$ cat config.mk
export PLATFORM = sky130hd
export DESIGN_NAME = iram_arbiter_flat
export DESIGN_NICKNAME = d
export VERILOG_FILES = /design/src/rtl/iram_arbiter_pkg.sv /design/src/rtl/iram_arbiter_if.sv /design/src/rtl/iram_arbiter_arb_prio_pick.sv /design/src/rtl/iram_arbiter.sv /design/src/flat_wrapper.sv
export SDC_FILE = /design/constraint.sdc
export NUM_CORES = 1
export LEC_CHECK = 0
export ABC_AREA = 1
export CAP_MARGIN = 20
export CORE_ASPECT_RATIO = 1.4
export CORE_UTILIZATION = 35
export DETAILED_ROUTE_END_ITERATION = 10
export MAX_ROUTING_LAYER = met4
export PLACE_DENSITY = 0.76
export SKIP_LAST_GASP = 1
export SLEW_MARGIN = 20
export SYNTH_ARGS = -nofsm -noshare
export SYNTH_HDL_FRONTEND = slang
export SYNTH_SLANG_ARGS = --single-unit
$ cat constraint.sdc
create_clock -name clock -period 1.3 [get_ports clock]
set_input_delay 0.325 -clock clock [delete_from_list [all_inputs] [get_ports clock]]
set_output_delay 0.325 -clock clock [all_outputs]
set_load 0.05 [all_outputs]
$ cat src/rtl/iram_arbiter_pkg.sv
// iram_arbiter_pkg
//   Shared definitions for the internal-RAM arbiter: FSM state encoding and
//   the fixed requester indices of the 8051 integration.
package iram_arbiter_pkg;

  typedef enum logic [1:0] {
    IDLE  = 2'd0,
    ISSUE = 2'd1,
    WAIT  = 2'd2,
    DONE  = 2'd3
  } arb_state_e;

  localparam int REQ_FETCH = 0;
  localparam int REQ_DATA  = 1;
  localparam int REQ_LOAD  = 2;

endpackage

$ cat src/rtl/iram_arbiter_if.sv
// iram_arbiter_if
//   Bundles the requester side (req/we/addr/wdata in, gnt/ack/rdata/busy out)
//   and the RAM side (mem_en/mem_we/mem_addr/mem_wdata out, mem_rdata in).
//   slave  : view of the arbiter itself
//   master : view of the surrounding logic (requesters plus RAM)
//   addr/wdata are flat buses, requester i at [i*W +: W].
interface iram_arbiter_if #(
  parameter int ADDR_W = 8,
  parameter int DATA_W = 8,
  parameter int N_REQ  = 3
);
  logic [N_REQ-1:0]        req;
  logic [N_REQ-1:0]        we;
  logic [N_REQ*ADDR_W-1:0] addr;
  logic [N_REQ*DATA_W-1:0] wdata;
  logic [N_REQ-1:0]        gnt;
  logic [N_REQ-1:0]        ack;
  logic [DATA_W-1:0]       rdata;
  logic                    busy;
  logic                    mem_en;
  logic                    mem_we;
  logic [ADDR_W-1:0]       mem_addr;
  logic [DATA_W-1:0]       mem_wdata;
  logic [DATA_W-1:0]       mem_rdata;

  modport slave (
    input  req, we, addr, wdata, mem_rdata,
    output gnt, ack, rdata, busy, mem_en, mem_we, mem_addr, mem_wdata
  );

  modport master (
    output req, we, addr, wdata, mem_rdata,
    input  gnt, ack, rdata, busy, mem_en, mem_we, mem_addr, mem_wdata
  );
endinterface

$ cat src/rtl/iram_arbiter_arb_prio_pick.sv
// arb_prio_pick
//   Combinational lowest-index one-hot picker.
//   req  : candidate mask, N bits
//   pick : one-hot of the lowest set bit of req, zero when req is zero
module arb_prio_pick #(
  parameter int N = 3
) (
  input  logic [N-1:0] req,
  output logic [N-1:0] pick
);
  // Two's complement isolates the lowest set bit.
  assign pick = req & (~req + N'(1));
endmodule

$ cat src/rtl/iram_arbiter.sv
// iram_arbiter
//   Shares the single-port internal RAM among N_REQ requesters
//   (0 = core fetch, 1 = core data, 2 = debug/loader). Fixed priority,
//   lowest index wins, one transaction in flight.
//   Optional starvation guard: define IRAM_ARB_STARVE_GUARD_EN.
// Ports
//   clock : system clock, rising edge
//   reset : synchronous, active-low
//   bus   : iram_arbiter_if.slave, requester handshake and RAM port
//
// state | meaning
// IDLE  | nothing in flight, arbitrate on any req
// ISSUE | mem_en pulse for the latched winner
// WAIT  | count RAM latency, capture read data at MEM_LAT
// DONE  | ack pulse, re-arbitrate for back-to-back issue
module iram_arbiter
  import iram_arbiter_pkg::*;
#(
  parameter int ADDR_W     = 8,
  parameter int DATA_W     = 8,
  parameter int N_REQ      = 3,
  parameter int MEM_LAT    = 1,
  parameter int STARVE_MAX = 4
) (
  input logic          clock,
  input logic          reset,
  iram_arbiter_if.slave bus
);

  localparam int CNT_W = $clog2(MEM_LAT + 1);

  generate
    if (N_REQ < 2 || MEM_LAT < 1 || STARVE_MAX < 1) begin : g_bad_cfg
      $error("iram_arbiter: unsupported parameter set");
    end
  endgenerate

  arb_state_e        state;
  logic [CNT_W-1:0]  wait_cnt;
  logic              lat_we;
  logic [N_REQ-1:0]  gnt_q;
  logic [N_REQ-1:0]  ack_q;
  logic [DATA_W-1:0] rdata_q;
  logic              busy_q;
  logic              mem_en_q;
  logic              mem_we_q;
  logic [ADDR_W-1:0] mem_addr_q;
  logic [DATA_W-1:0] mem_wdata_q;

  logic [N_REQ-1:0]  raw_pick;
  logic [N_REQ-1:0]  win_oh;
  logic              arb_fire;
  logic              sel_we;
  logic [ADDR_W-1:0] sel_addr;
  logic [DATA_W-1:0] sel_wdata;

  arb_prio_pick #(.N(N_REQ)) u_pick_raw (
    .req  (bus.req),
    .pick (raw_pick)
  );

  assign arb_fire = ((state == IDLE) || (state == DONE)) && (|bus.req);

`ifdef IRAM_ARB_STARVE_GUARD_EN
  localparam int SC_W = $clog2(STARVE_MAX + 1);

  logic [SC_W-1:0]  starve_cnt [N_REQ];
  logic [N_REQ-1:0] starved;
  logic [N_REQ-1:0] starved_pick;

  always_comb begin
    starved = '0;
    for (int i = 0; i < N_REQ; i++) begin
      starved[i] = bus.req[i] && (starve_cnt[i] == SC_W'(STARVE_MAX));
    end
  end

  arb_prio_pick #(.N(N_REQ)) u_pick_starved (
    .req  (starved),
    .pick (starved_pick)
  );

  assign win_oh = (|starved_pick) ? starved_pick : raw_pick;

  // Losers of an arbitration count up (saturating); the winner clears.
  always_ff @(posedge clock) begin
    if (!reset) begin
      for (int i = 0; i < N_REQ; i++) starve_cnt[i] <= '0;
    end else if (arb_fire) begin
      for (int i = 0; i < N_REQ; i++) begin
        if (win_oh[i]) begin
          starve_cnt[i] <= '0;
        end else if (bus.req[i] && (starve_cnt[i] != SC_W'(STARVE_MAX))) begin
          starve_cnt[i] <= starve_cnt[i] + SC_W'(1);
        end
      end
    end
  end
`else
  assign win_oh = raw_pick;
`endif

  always_comb begin
    sel_we    = 1'b0;
    sel_addr  = '0;
    sel_wdata = '0;
    for (int i = 0; i < N_REQ; i++) begin
      if (win_oh[i]) begin
        sel_we    = bus.we[i];
        sel_addr  = bus.addr[i*ADDR_W +: ADDR_W];
        sel_wdata = bus.wdata[i*DATA_W +: DATA_W];
      end
    end
  end

  always_ff @(posedge clock) begin
    if (!reset) begin
      state       <= IDLE;
      wait_cnt    <= '0;
      lat_we      <= 1'b0;
      gnt_q       <= '0;
      ack_q       <= '0;
      rdata_q     <= '0;
      busy_q      <= 1'b0;
      mem_en_q    <= 1'b0;
      mem_we_q    <= 1'b0;
      mem_addr_q  <= '0;
      mem_wdata_q <= '0;
    end else begin
      ack_q <= '0;
      case (state)
        IDLE, DONE: begin
          if (arb_fire) begin
            // Outputs for ISSUE are set up here so mem_en is registered.
            state       <= ISSUE;
            gnt_q       <= win_oh;
            busy_q      <= 1'b1;
            lat_we      <= sel_we;
            mem_en_q    <= 1'b1;
            mem_we_q    <= sel_we;
            mem_addr_q  <= sel_addr;
            mem_wdata_q <= sel_wdata;
          end else begin
            state  <= IDLE;
            gnt_q  <= '0;
            busy_q <= 1'b0;
          end
        end
        ISSUE: begin
          state    <= WAIT;
          wait_cnt <= CNT_W'(1);
          mem_en_q <= 1'b0;
          mem_we_q <= 1'b0;
        end
        WAIT: begin
          if (wait_cnt == CNT_W'(MEM_LAT)) begin
            if (!lat_we) rdata_q <= bus.mem_rdata;
            ack_q <= gnt_q;
            state <= DONE;
          end else begin
            wait_cnt <= wait_cnt + CNT_W'(1);
          end
        end
        default: state <= IDLE;
      endcase
    end
  end

  assign bus.gnt       = gnt_q;
  assign bus.ack       = ack_q;
  assign bus.rdata     = rdata_q;
  assign bus.busy      = busy_q;
  assign bus.mem_en    = mem_en_q;
  assign bus.mem_we    = mem_we_q;
  assign bus.mem_addr  = mem_addr_q;
  assign bus.mem_wdata = mem_wdata_q;

endmodule

$ cat src/flat_wrapper.sv
// flat-port wrapper written by rule: the top's interface ports become plain ports
module iram_arbiter_flat import iram_arbiter_pkg::*;
#(
  parameter int ADDR_W     = 8,
  parameter int DATA_W     = 8,
  parameter int N_REQ      = 3,
  parameter int MEM_LAT    = 1,
  parameter int STARVE_MAX = 4
)
  (clock, reset, bus_req, bus_we, bus_addr, bus_wdata, bus_mem_rdata, bus_gnt, bus_ack, bus_rdata, bus_busy, bus_mem_en, bus_mem_we, bus_mem_addr, bus_mem_wdata);
  iram_arbiter_if #(.ADDR_W(ADDR_W), .DATA_W(DATA_W), .N_REQ(N_REQ)) bus_i ();
  input logic clock;
  input logic reset;
  input wire logic [$bits(bus_i.req)-1:0] bus_req;
  input wire logic [$bits(bus_i.we)-1:0] bus_we;
  input wire logic [$bits(bus_i.addr)-1:0] bus_addr;
  input wire logic [$bits(bus_i.wdata)-1:0] bus_wdata;
  input wire logic [$bits(bus_i.mem_rdata)-1:0] bus_mem_rdata;
  output wire logic [$bits(bus_i.gnt)-1:0] bus_gnt;
  output wire logic [$bits(bus_i.ack)-1:0] bus_ack;
  output wire logic [$bits(bus_i.rdata)-1:0] bus_rdata;
  output wire logic [$bits(bus_i.busy)-1:0] bus_busy;
  output wire logic [$bits(bus_i.mem_en)-1:0] bus_mem_en;
  output wire logic [$bits(bus_i.mem_we)-1:0] bus_mem_we;
  output wire logic [$bits(bus_i.mem_addr)-1:0] bus_mem_addr;
  output wire logic [$bits(bus_i.mem_wdata)-1:0] bus_mem_wdata;
  assign bus_i.req = bus_req;
  assign bus_i.we = bus_we;
  assign bus_i.addr = bus_addr;
  assign bus_i.wdata = bus_wdata;
  assign bus_i.mem_rdata = bus_mem_rdata;
  assign bus_gnt = bus_i.gnt;
  assign bus_ack = bus_i.ack;
  assign bus_rdata = bus_i.rdata;
  assign bus_busy = bus_i.busy;
  assign bus_mem_en = bus_i.mem_en;
  assign bus_mem_we = bus_i.mem_we;
  assign bus_mem_addr = bus_i.mem_addr;
  assign bus_mem_wdata = bus_i.mem_wdata;
  iram_arbiter #(.ADDR_W(ADDR_W), .DATA_W(DATA_W), .N_REQ(N_REQ), .MEM_LAT(MEM_LAT), .STARVE_MAX(STARVE_MAX)) u_core (.clock(clock), .reset(reset), .bus(bus_i));
endmodule
### After elaboration in Yosys (flattened, before gate mapping)

Index checks and enable logic that the tools add are counted.

| storage, ports and cells | value |
|---|---|
| word-level logic and storage cells | 52 |
| bits in read-only memories | 0 |
| memories kept | 0 |
| register bits | 37 |
| output and inout port bits | 33 |
| RAM bits | 0 |
| latch bits | 0 |

| cells by class | value |
|---|---|
| equality and inequality tests | 5 |
| add/subtract/negate cells | 2 |
| divide/modulo/power cells | 0 |
| multiplexer cells | 20 |
| bitwise logic cells | 3 |
| shift-type cells | 0 |
| reduce and logical (&&, ||, !) cells | 11 |
| multiply operators | 0 |
| order comparisons | 0 |

Operators with widths:

| operator | number |
|---|---|
| 8-bit 2-to-1 mux | 6 |
| 1-bit 2-to-1 mux | 8 |
| 1-bit one-hot mux with 2 select lines | 3 |
| 2-bit one-hot mux with 3 select lines | 1 |
| 3-bit AND reduction | 2 |
| 2-bit equality test, second input constant | 2 |
| 2-bit by 1-bit inequality test with 1-bit output, second input constant | 2 |
| 2-bit AND reduction | 2 |
| 2-bit nonzero test | 2 |
| 3-bit by 1-bit adder with 3-bit output, second input constant | 1 |
| 3-bit AND | 1 |
| 3-bit 2-to-1 mux | 1 |
| 3-bit inverter | 1 |
| 3-bit OR reduction | 1 |
| 2-bit by 1-bit equality test with 1-bit output, second input constant | 1 |
| 2-bit zero test | 1 |
| 2-bit 2-to-1 mux | 1 |
| 2-bit OR reduction | 1 |
| 1-bit adder, second input constant | 1 |
| 1-bit logical AND | 1 |
| 1-bit logical OR | 1 |
| 1-bit inverter | 1 |

### Logic depth before layout (Yosys ltp)

| logic depth | value |
|---|---|
| depth after elaboration | 8 |
| gate-level depth with buffers | 8 |

### Hierarchy

Synthesis repeated with hierarchy kept, for this count alone.

| second synthesis, totals | value |
|---|---|
| cell total of the unflattened synthesis | 256 |
| area, all modules | 1786.7 um^2 |

Modules (own cells, without submodules):

| module | times used | seq. area each (um^2) | area an instance (um^2) | cells each |
|---|---|---|---|---|
| iram_arbiter | 1 | 740.7 | 1757.9 | 250 |
| arb_prio_pick | 1 | 0.0 | 28.8 | 6 |

### Least setup slack after synthesis

Ideal clock, no wire load.

| timing path | value |
|---|---|
| kind | register -> register |
| from | register u_core.state[0] |
| to | register u_core.mem_addr_q[6] (netlist: u_core.bus.mem_addr[6]) |
| slack | -0.085 ns |
| arrival time | 1.263 ns |
| stages on the path, launching flop included | 7 |
| cell sequence | dfxtp_1 inv_1 ha_1 nand2_4 buf_4 nor3_1 a21oi_2 |

| on the way | value |
|---|---|
| word-level cells in the longest chain between the ends | 4 |
| elaborated cells between the ends (all ways) | 6 |
| classes of those cells | eq/ne (1); reduce/logical (5) |

RTL lines:

| item | RTL line | RTL |
|---|---|---|
| from (decl) | iram_arbiter.sv:38 | `arb_state_e state;` |
| from (signal assigned) | iram_arbiter.sv:118 | `state <= IDLE;` |
| from (signal assigned) | iram_arbiter.sv:135 | `state <= ISSUE;` |
| from (signal assigned) | iram_arbiter.sv:144 | `state <= IDLE;` |
| 2-bit equality test or 2-bit zero test (tied branches) | iram_arbiter.sv:62, iram_arbiter.sv:131 |  |
| 1-bit logical OR | iram_arbiter.sv:62 | `assign arb_fire = ((state == IDLE) \|\| (state == DONE)) && (\|bus.req);` |
| 1-bit logical AND | iram_arbiter.sv:62 |  |
| 2-bit AND reduction (no source line) (*) | -- |  |
| to (signal assigned) | iram_arbiter.sv:141 | `mem_addr_q <= sel_addr;` |
| to (decl) | iram_arbiter.sv:47 | `logic [ADDR_W-1:0] mem_addr_q;` |

Mark *: on every way between the ends. The rest lies on a longest branch, timed or not.
A chain may end at the register's enable or synchronous reset.

### Worst setup path after layout

| timing path | value |
|---|---|
| from | register u_core.state[0] |
| to | register u_core.mem_wdata_q[3] (netlist: u_core.bus.mem_wdata[3]) |

| on the way | value |
|---|---|
| word-level cells in the longest chain between the ends | 4 |
| elaborated cells between the ends (all ways) | 6 |
| classes of those cells | eq/ne (1); reduce/logical (5) |

RTL lines:

| item | RTL line | RTL |
|---|---|---|
| 2-bit equality test or 2-bit zero test (tied branches) | iram_arbiter.sv:62, iram_arbiter.sv:131 |  |
| 1-bit logical OR | iram_arbiter.sv:62 |  |
| 1-bit logical AND | iram_arbiter.sv:62 |  |
| 2-bit AND reduction (no source line) (*) | -- |  |
| to (signal assigned) | iram_arbiter.sv:142 | `mem_wdata_q <= sel_wdata;` |
| to (decl) | iram_arbiter.sv:48 | `logic [DATA_W-1:0] mem_wdata_q;` |

Marked as above.

==> results by stage <==
Global route:
- The maximum number of pins on one net before global-route repair is 19.
- The total congestion overflow is 0.
- The global-route usage over all layers is 22.1%.
- The via count of the first global-routing pass was 2099.
- The wire length of the first global-routing pass is 9.12 mm.
- The number of antenna violations at the first check in global routing is 0.

Timing:
- The final worst clock skew is 0.00298 ns.
- The count of final max-slew check failures is 0.
- For this run, the top clock speed supported by timing is 0.803 GHz.
- The post-layout worst setup margin is 0.0545 ns.
- Setup violations remaining at the end of the flow were counted as 0.
- The transition time of the tightest slew-check pin is 0.314 ns.
- The remaining max-slew budget at the tightest pin is 79.0%.
- Setup repair after global routing could not meet its margin everywhere.
- The portion of the clock cycle consumed by the worst path in the final layout is 95.8%.
- The routed design could run at a clock period as short as 1.25 ns.
- The hold violation total from the final report is 0.

Routing:
- The vias per cell is 4.83.
- The first-iteration detailed-routing DRC count is 74.
- Summing over every cut layer, the via total after detailed routing is 2085.
- The routed wire length is 5.86 mm.
- The number of iterations in the first detailed-routing pass is 4.
- The total DRC errors in the routed layout is 0.
- The post-route antenna net violation count is 0.
- The average routed wire per standard cell is 13.6 µm.

Cells and area:
- In the layout the commonest cells are sky130_fd_sc_hd__nand2_1 (61), sky130_fd_sc_hd__clkdlybuf4s50_1 (60), sky130_fd_sc_hd__buf_12 (38).
- For this run, the share of the core covered by cells in the final layout is 70.6%.
- The layout-stage area growth over the synthesis result is 90.5%.
- The number of antenna diodes in the final layout is 0.
- In the final layout, the multi-input gates occupy 991 µm².
- The footprint of the flip-flops and latches is 742 µm².
- After the last flow step, the layout net total stands at 436.
- Leaving out fill and tap cells, the most frequent cell in the layout is sky130_fd_sc_hd__nand2_1.
- The layout filler cell count is 416.
- In the final layout, the share of cells above drive strength 1 is 26.4%.

Worst setup path:
- STA puts the critical path data required time at 1.47 ns.
- The data arrival at the endpoint of the critical path is 1.42 ns.
- STA classifies the critical path startpoint as a register.
- Of all nets on the critical path, the largest fanout is 13.
- STA classifies the critical path endpoint as a register.
- The critical path is of the register to register type.

Min path:
- The type of the most critical hold path is register to register.

Die:
- The boundary pin count is 97.
- The placeable core region is 4950 µm².
- The initial utilization of the core area, before any placement, comes to 37.1%.
- The die covers 5550 µm².
- The vertical die dimension is 87.7 µm.
- The placement row count is 30.
- In this run the horizontal extent of the chip is 63.2 µm.

Pwr:
- The share of total power in the clock network is 10.3%.
- VDD sags by at most 1330 µV.
- In this run the power spent charging and discharging nets is 3.12 mW.
- Sequential cells account for 26.8% of the total power.
- In this run switching power makes up 43.7% of total power.
- The areal power density over the cells is 2040 nW/µm².
- Overall power consumption after layout is estimated at 7.14 mW.
- Internal power comes to 4.02 mW.
- The combinational share of power is 62.9%.
- For this design the static power due to leakage is 1.55 nW.

Run:
- Across the run, the number of max-cap violations was 0.

Yosys:
- The portion of the post-synthesis area used by sequential elements is 40.3%.
- The Yosys step of the flow raised 0 warnings.
- In this run, synthesis produced a sequential element count of 37.
- In this run the mean area of a mapped cell was 7.09 µm².
- The number of nets handed over by synthesis was 326.
- In the synthesized netlist, the number of instances is 259.
- The number of distinct library cells after synthesis is 23.
- After synthesis the cells add up to 1840 µm².

Clocking:
- The clock tree from TritonCTS is done.
- The clock root buffer is sky130_fd_sc_hd__clkbuf_8.
- At the later pin of the worst-skew pair, clock insertion delay measures 0.29 ns.
- The H-tree was split into 2 levels.
- For this design, the CTS-stage hold fixing added 0 buffers.
- After clock tree synthesis, the clock-pin slew on the worst setup and hold paths is 0.07 ns.
- The deepest clock path buffer count is 2.
- Counting the buffers created by CTS gives 5.
- Counting every sink on the clock net gives 37.

Outcome:
- The run finished with clean final reports.

Placement:
- Port buffering added 96 buffers.
- Before CTS, the worst setup slack after placement is -0.516 ns.
- At the end of routability-driven placement, the weighted congestion stood at 0.836.
- Detailed placement ended at an HPWL of 4.47 mm.
## path summary, 6_finish.rpt
kind                    from  slack, ns  cells past startpoint                      end
min reg2reg    u_core.lat_we       0.47                      2            u_core.lat_we
max          u_core.state[0]       0.05                      6  u_core.bus.mem_wdata[3]
max reg2reg  u_core.state[0]       0.05                      6  u_core.bus.mem_wdata[3]
min            u_core.lat_we       0.47                      2            u_core.lat_we
## cell type report
cell class | count | share of cell area, %
multi-input combinational | 180 | 28.3
clock inverter | 1 | 0.143
inverter | 30 | 3.29
sequential | 37 | 21.2
clock buffer | 5 | 1.97
timing repair buffer | 115 | 42.8
tap | 64 | 2.29
## synth_stat cells, drive strengths merged
cell type	count	area, µm²
nand2	65	264
nor2	38	159
dfxtp	37	741
inv	30	115
nand3	22	110
a21oi	20	138
nor3	16	80.1
buf	12	98.8
o21ai	10	50.0
o22ai	4	25.0
ha	3	37.5
a31oi	1	6.26
o211ai	1	12.5
## worst max-delay path, stage by stage (launching register included)
cell,delay (ns)
sky130_fd_sc_hd__dfxtp_2,0.33
sky130_fd_sc_hd__inv_2,0.05
sky130_fd_sc_hd__ha_4,0.27
sky130_fd_sc_hd__nand2_4,0.08
sky130_fd_sc_hd__buf_12,0.16
sky130_fd_sc_hd__nor3_2,0.19
sky130_fd_sc_hd__a21oi_2,0.04
## metrics by stage
step                      area [µm²]  hold slack, ns  instances  TNS (ns)
after floorplan                 1850           0.444        259         0
after global placement          3330           0.456        426     -8.57
after detailed placement        3330           0.461        426    -10.15
after CTS                       3430           0.471        432  -0.00533
after global routing            3500           0.487        432   -0.0179
final                           3500           0.473        432         0
## state kept, by name (all words and copies together) (netlist names)
name / flops
u_core.wait_cnt: 1
u_core.bus.mem_wdata: 8
u_core.lat_we: 1
u_core.bus.ack: 3
u_core.state: 2
u_core.bus.busy: 1
u_core.bus.mem_addr: 8
u_core.bus.mem_en: 1
u_core.bus.rdata: 8
u_core.bus.gnt: 3
u_core.bus.mem_we: 1
## power by group through the flow
stage / logic [mW] / clock network [mW] / registers [mW]
after floorplan: 1.23 / 0 / 2.83
after global placement: 4.24 / 0 / 1.90
after detailed placement: 4.31 / 0 / 1.92
after CTS: 4.39 / 0.750 / 1.91
after global routing: 4.74 / 0.791 / 1.95
final: 4.50 / 0.735 / 1.91
## what timing repair did
action | in CTS | in global routing
buffers inserted | 0 | 0
endpoints found under the setup margin | 22 | 23
pin swaps | 1 | 1
gates resized for setup | 10 | 15
cloned | 0 | 0
## kinds of logic (layout without fill, tap and decap cells)
family	count (synthesis)	count (layout)	share of synthesized area [%]
adder cells (fa/ha/maj)	3	3	2.04
buffers and inverters	42	151	11.6
AO/OA/AOI/OAI	36	36	12.6
flip-flops	37	37	40.3
AND/OR/NAND/NOR	141	141	33.4
## metal layers
| layer | vias up | global-route usage [%] | share of wire (%) |
|---|---|---|---|
| met4 | 0 | 12.0 | 2.1 |
| met1 | 942 | 20.7 | 37 |
| met5 | - | - | 0 |
| met3 | 12 | 4.30 | 5.5 |
| li1 | 1044 | - | - |
| met2 | 87 | 42.1 | 56 |
(Power assumes the default switching activity.)
